## src/rtl/nibbler_pkg.sv

```systemverilog
// nibbler_pkg
// Shared definitions for the nibble-wide datapath blocks.
//   NIBBLE_W    : default data width of a nibble register.
//   reg_mode_t  : 3-bit operation select for universal_register.
//   to_reg_mode : maps a raw 3-bit mode bus onto reg_mode_t.
package nibbler_pkg;

    localparam int NIBBLE_W = 4;

    typedef enum logic [2:0] {
        MODE_HOLD  = 3'b000,
        MODE_LOAD  = 3'b001,
        MODE_CLEAR = 3'b010,
        MODE_INC   = 3'b011,
        MODE_DEC   = 3'b100,
        MODE_SHL   = 3'b101,
        MODE_SHR   = 3'b110,
        MODE_ROL   = 3'b111
    } reg_mode_t;

    // All eight codes are defined, so the cast never yields an
    // out-of-range enum value.
    function automatic reg_mode_t to_reg_mode(input logic [2:0] raw);
        return reg_mode_t'(raw);
    endfunction

endpackage : nibbler_pkg

```

## src/rtl/universal_register_next.sv

```systemverilog
// universal_register_next
// Purely combinational next-state and carry logic for universal_register.
// Ports:
//   en        : operation enable; low selects the current state.
//   mode      : operation select (reg_mode_t).
//   q         : current register contents.
//   cout      : current carry/borrow/shifted-out flag.
//   d         : parallel load data.
//   sin       : serial input for SHL/SHR.
//   q_next    : value q takes on the next rising edge.
//   cout_next : value cout takes on the next rising edge.
module universal_register_next
    import nibbler_pkg::*;
#(
    parameter int WIDTH = NIBBLE_W
) (
    input  logic             en,
    input  reg_mode_t        mode,
    input  logic [WIDTH-1:0] q,
    input  logic             cout,
    input  logic [WIDTH-1:0] d,
    input  logic             sin,
    output logic [WIDTH-1:0] q_next,
    output logic             cout_next
);

    // Every operation is formed WIDTH+1 bits wide so the flag bit falls
    // out of the same vector as the result. Building shifts this way also
    // keeps WIDTH = 1 legal: there is never a q[WIDTH-2:0] slice.
    logic [WIDTH:0] one_ext;
    logic [WIDTH:0] inc_ext;
    logic [WIDTH:0] dec_ext;
    logic [WIDTH:0] shl_ext;
    logic [WIDTH:0] shr_ext;
    logic [WIDTH:0] rol_ext;

    assign one_ext = {{WIDTH{1'b0}}, 1'b1};

    // Carry out of the top bit on wrap from all-ones.
    assign inc_ext = {1'b0, q} + one_ext;

    // Bit WIDTH becomes 1 only when q was 0 (borrow).
    assign dec_ext = {1'b0, q} - one_ext;

    // [WIDTH] = bit shifted out, [WIDTH-1:0] = new contents.
    assign shl_ext = {q, sin};

    // [WIDTH:1] = new contents, [0] = bit shifted out.
    assign shr_ext = {sin, q};

    // Same layout as SHL, with the old MSB fed back in place of sin.
    assign rol_ext = {q, q[WIDTH-1]};

    always_comb begin
        q_next    = q;
        cout_next = cout;
        if (en) begin
            unique case (mode)
                MODE_HOLD: begin
                    q_next    = q;
                    cout_next = cout;
                end
                MODE_LOAD: begin
                    q_next    = d;
                    cout_next = 1'b0;
                end
                MODE_CLEAR: begin
                    q_next    = '0;
                    cout_next = 1'b0;
                end
                MODE_INC: begin
                    q_next    = inc_ext[WIDTH-1:0];
                    cout_next = inc_ext[WIDTH];
                end
                MODE_DEC: begin
                    q_next    = dec_ext[WIDTH-1:0];
                    cout_next = dec_ext[WIDTH];
                end
                MODE_SHL: begin
                    q_next    = shl_ext[WIDTH-1:0];
                    cout_next = shl_ext[WIDTH];
                end
                MODE_SHR: begin
                    q_next    = shr_ext[WIDTH:1];
                    cout_next = shr_ext[0];
                end
                MODE_ROL: begin
                    q_next    = rol_ext[WIDTH-1:0];
                    cout_next = rol_ext[WIDTH];
                end
                default: begin
                    q_next    = q;
                    cout_next = cout;
                end
            endcase
        end
    end

endmodule : universal_register_next

```

## src/rtl/universal_register.sv

```systemverilog
// universal_register
// WIDTH-bit universal register: hold, load, clear, increment, decrement,
// shift left/right with serial input, and rotate left, with a registered
// carry/borrow/shifted-out flag.
// Ports:
//   clk   : clock; all state updates on its rising edge.
//   reset : asynchronous active-high reset; q <= RESET_VALUE, cout <= 0.
//   en    : operation enable; low holds q and cout.
//   mode  : operation select, see nibbler_pkg::reg_mode_t.
//   d     : parallel load data.
//   sin   : serial input for SHL/SHR.
//   q     : register contents.
//   cout  : registered carry/borrow/shifted-out bit.
//   zero  : high when q == 0 (decoded from q only).
module universal_register
    import nibbler_pkg::*;
#(
    parameter int               WIDTH       = NIBBLE_W,
    parameter logic [WIDTH-1:0] RESET_VALUE = '0
) (
    input  logic             clk,
    input  logic             reset,
    input  logic             en,
    input  logic [2:0]       mode,
    input  logic [WIDTH-1:0] d,
    input  logic             sin,
    output logic [WIDTH-1:0] q,
    output logic             cout,
    output logic             zero
);

    reg_mode_t        mode_e;
    logic [WIDTH-1:0] q_next;
    logic             cout_next;

    assign mode_e = to_reg_mode(mode);

    universal_register_next #(
        .WIDTH (WIDTH)
    ) u_next (
        .en        (en),
        .mode      (mode_e),
        .q         (q),
        .cout      (cout),
        .d         (d),
        .sin       (sin),
        .q_next    (q_next),
        .cout_next (cout_next)
    );

    // Only state in the block. Reset clears cout as well, so a carry
    // produced just before reset never survives it.
    always_ff @(posedge clk or posedge reset) begin
        if (reset) begin
            q    <= RESET_VALUE;
            cout <= 1'b0;
        end else begin
            q    <= q_next;
            cout <= cout_next;
        end
    end

    // Decoded from the register alone, never from same-cycle inputs.
    assign zero = (q == '0);

endmodule : universal_register

```

## config.mk

```make
export PLATFORM = sky130hd
export DESIGN_NAME = universal_register
export DESIGN_NICKNAME = d
export VERILOG_FILES = /design/src/rtl/nibbler_pkg.sv /design/src/rtl/universal_register_next.sv /design/src/rtl/universal_register.sv
export SDC_FILE = /design/constraint.sdc
export NUM_CORES = 1
export LEC_CHECK = 0
export BUFFER_PORTS_ARGS = -buffer_cell sky130_fd_sc_hd__clkbuf_2
export CORE_AREA = 3 3 40 42
export DETAILED_ROUTE_END_ITERATION = 10
export DIE_AREA = 0 0 43 45
export MAX_ROUTING_LAYER = met4
export PLACE_DENSITY = 0.69
export SLEW_MARGIN = 20
export SYNTH_ARGS = -nofsm -noshare
export SYNTH_HDL_FRONTEND = slang
export SYNTH_SLANG_ARGS = --single-unit
export TNS_END_PERCENT = 100
```

## constraint.sdc

```tcl
create_clock -name clk -period 1.34 [get_ports clk]
set_input_delay 0.268 -clock clk [delete_from_list [all_inputs] [get_ports clk]]
set_output_delay 0.268 -clock clk [all_outputs]
set_load 0.03 [all_outputs]
```

==> metrics.md <==
| Metric | Value |
|---|---|
| Antenna violations before repair | `0` |
| Net Count, Synth | `85` |
| Clock Latency Late Sink | `0.25 ns` |
| Post-route DRC | `0` |
| ANT cells | `0` |
| Top delay family on crit path | `flip-flops` |
| Startpoint Class | `register` |
| Worst Path Required | `1.07 ns` |
| Overall power | `1.023 mW` |
| Crit path buffers/inverters | `2` |
| Core Box Area | `0.001285 mm^2` |
| Worst Hold Class | `in2reg` |
| Crit path DAT | `1.23 ns` |
| RePlAce Congestion | `approximately 0.84` |
| Outcome | `finished with violations` |
| Peak supply drop | `658.6 uV` |
| Initial DRC Count | `32` |
| Complex-gate fraction of the synthesized area | `31.94%` |
| Critical path class | `reg2out` |
| Crit path time final | `1.502 ns` |
| Initial DRT Pass Iterations | `5` |
| Max-Cap Viols | `0` |
| Global routing's busiest layer | `met2` |
| Lkg Pwr | `0.4128 nW` |
| Max incr delay on CP | `just over 0.4 ns` |
| Nets@finish | `117` |
| First-pass GRT wire length | `2773 um` |
| GRT Total Usage | `19.67%` |
| Part of the cycle the worst path needs | `112.1%` |
| Worst slew pin tran | `about 0.27 ns` |
| Final setup fails | `6` |
| Largest net degree at the start of global routing | `13` |
| Register area share after synthesis | `22.03%` |
| Design area | `920.9 um^2` |
| Routed wire length | `1896 um` |
| Post-Synth Simple-Gate Area | `19.82%` |
| H-tree Lvls | `1` |
| Pwr/cell area | `1111 mW/mm^2` |
| Post-route ant nets | `0` |
| Slew headroom | `82.12%` |
| GR met3 Demand/Resource | `3.984%` |
| Placed cells | `105` |
| Overflow after GRT | `0` |
| Fin. max-slew vios | `0` |
| Worst Setup End Kind | `primary output` |
| Root buffer cell | `clkbuf_4` |
| CTS clk-pin slew, worst paths | `0.04 ns` |
| Post-synthesis mux area share | `approximately 1.8%` |
| Post-synthesis adder-cell area fraction | `under 10%` |
| Commonest non-fill, non-tap cells in the layout | `clkbuf_2, buf_4, nand2_1` |
| Cells after Synth | `71` |
| I/O Pins | `17` |
| Largest family of logic cells by synthesized area | `compound AO/OA/AOI/OAI gates` |
| Setup slack after layout | `-0.1617 ns` |
| Finished Layout Cells | `117` |
| CTS tree | `done` |
| Fillers | `94` |
| Port-buffer cells | `16` |
| Warnings, synthesis | `0` |
| Failing checks | `negative setup slack` |
| Vias in the first global route | `about 630` |
| Initial Util | `44.21%` |
| Synth cell types | `35` |
| Seq cells post-synth | `5` |
| Worst-path cell chain | `inv_2 -> ha_4 -> nor3b_4 -> clkbuf_8` |
| Via density per instance | `5.812` |
| XOR/XNOR Fraction of Synth Area | `between 4 and 5%` |
| Syn Std Cell Area | `568.0 um^2` |
| GR Util met1 | `21.08%` |
| DIE WIDTH | `43 um` |
| P&R area growth vs syn | `62.11%` |
| Worst-path cell with the longest stage delay | `dfrtp_2` |
| Met2 GRT Util | `between 30% and 40%` |
| Hold Violations, Final | `0` |
| CTS Buffer Depth | `2` |
| Worst-case clock skew | `between 0.001 and 0.0015 ns` |
| Largest fanout on the critical path | `2` |
| DR vias | `680` |
| Syn avg cell area | `8.001 um^2` |
| FP Rows | `13` |
| Placed cell area | `730.7 um^2` |
| DP Wirelength | `approximately 1100 um` |
| Commonest non-fill, non-tap cell in the layout | `clkbuf_2` |
| DR WL/cell | `16.21 um` |
| Die area | `0.001935 mm^2` |
| Fin Hold WS | `0.2932 ns` |
| Die height | `45 um` |
| Final core occ | `between 70% and 80%` |
| RSZ-0062 raised after global routing | `yes` |
| Clock sink count | `5` |
| CTS Buf Count | `3` |
| Fmax | `665.9 MHz` |
| Layout cell share with drive strength beyond 1 | `50.98%` |
## cell families after synthesis
logic type,count (synthesis)
compound gates,24
simple gates,22
buf+inv,13
flops,5
xor+xnor,3
fa+ha+maj,3
mux,1
## flip-flops by register name (all words and copies together), names as in the netlist
| register | cells |
|---|---|
| cout | 1 |
| q | 4 |
## cells in the mapped netlist
| library cell | number | area, um^2 |
|---|---|---|
| nand2_1 | 9 | 33.78 |
| inv_1 | 6 | 22.52 |
| dfrtp_1 | 5 | 125.1 |
| a21oi_1 | 4 | 20.02 |
| nor2_1 | 4 | 15.01 |
| a31oi_1 | 3 | 18.77 |
| ha_1 | 3 | 37.54 |
| o21ai_0 | 3 | 15.01 |
| xnor2_1 | 3 | 26.28 |
| a32o_1 | 2 | 20.02 |
| buf_2 | 2 | 10.01 |
| buf_4 | 2 | 15.01 |
| buf_6 | 2 | 22.52 |
| nand3_1 | 2 | 10.01 |
| a211o_1 | 1 | 8.760 |
| a211oi_1 | 1 | 7.510 |
| a22o_1 | 1 | 8.760 |
| a311oi_1 | 1 | 8.760 |
| a32o_2 | 1 | 11.26 |
| clkbuf_2 | 1 | 5.000 |
| mux2i_1 | 1 | 10.01 |
| nand3b_1 | 1 | 7.510 |
| nand4_1 | 1 | 6.260 |
| nor2b_1 | 1 | 6.260 |
| nor3_1 | 1 | 5.000 |
| nor3b_1 | 1 | 7.510 |
| nor4b_2 | 1 | 15.01 |
| o2111ai_1 | 1 | 8.760 |
| o211ai_2 | 1 | 12.51 |
| o21a_1 | 1 | 7.510 |
| o31a_1 | 1 | 8.760 |
| o31ai_1 | 1 | 7.510 |
| o32ai_1 | 1 | 8.760 |
| o41ai_1 | 1 | 8.760 |
| or3_1 | 1 | 6.260 |
## metal layers
layer  share of wire [%]  wire, um
met1                  37       695
met2                  54      1022
met3                 8.0       151
met4                 1.4        26
met5                   0         0
## through the flow
| stage | TNS, ns | setup slack, ns |
|---|---|---|
| 5_1_grt | -0.7055 | -0.1976 |
| 4_1_cts | -0.4804 | -0.1242 |
| 3_5_place_dp | -0.06985 | -0.03447 |
| 3_3_place_gp | -0.0005563 | -0.0005563 |
| 6_report | -0.5039 | -0.1617 |
| 2_1_floorplan | -0.2224 | -0.07431 |
## power by group
group | internal (mW) | total [mW] | switching [mW]
Combinational | 0.309 | 0.609 | 0.301
Sequential | 0.182 | 0.230 | 0.0477
Clock | 0.113 | 0.184 | 0.0708
## what timing repair did
action / CTS / global route
pin swaps: 2 / 8
hold endpoints to repair: 5 / 0
hold buffers: 1 / 0
gates resized for setup: 9 / 12
setup endpoints to repair: 5 / 7
cloned: 0 / 0
setup buffers: 5 / 2
## layout make-up
type | count | area [um^2] | area share (%)
clock buffers | 4 | 26.28 | 2.853
inverters | 6 | 22.52 | 2.446
multi-input cells | 53 | 451.7 | 49.05
flip-flops and latches | 5 | 130.1 | 14.13
well taps | 15 | 18.77 | 2.038
repair buffers | 34 | 271.5 | 29.48
## final timing paths
kind | from | endpoint | slack [ns] | depth (start not counted)
max | q[1] | zero | -0.16 | 4
min reg2reg | cout | cout | 0.52 | 1
min in group asynchronous | reset | cout | 0.45 | 3
max reg2reg | q[1] | q[2] | -0.15 | 6
min | d[1] | q[1] | 0.29 | 3
max in group asynchronous | reset | q[1] | 0.70 | 3
## worst reg2reg max path, stage by stage (launching register included)
cell	delay, ns
dfrtp_2	0.41
buf_4	0.15
ha_4	0.17
xnor2_2	0.11
a211o_1	0.16
o211ai_2	0.09
a32o_2	0.28
(Power assumes the default switching activity.)
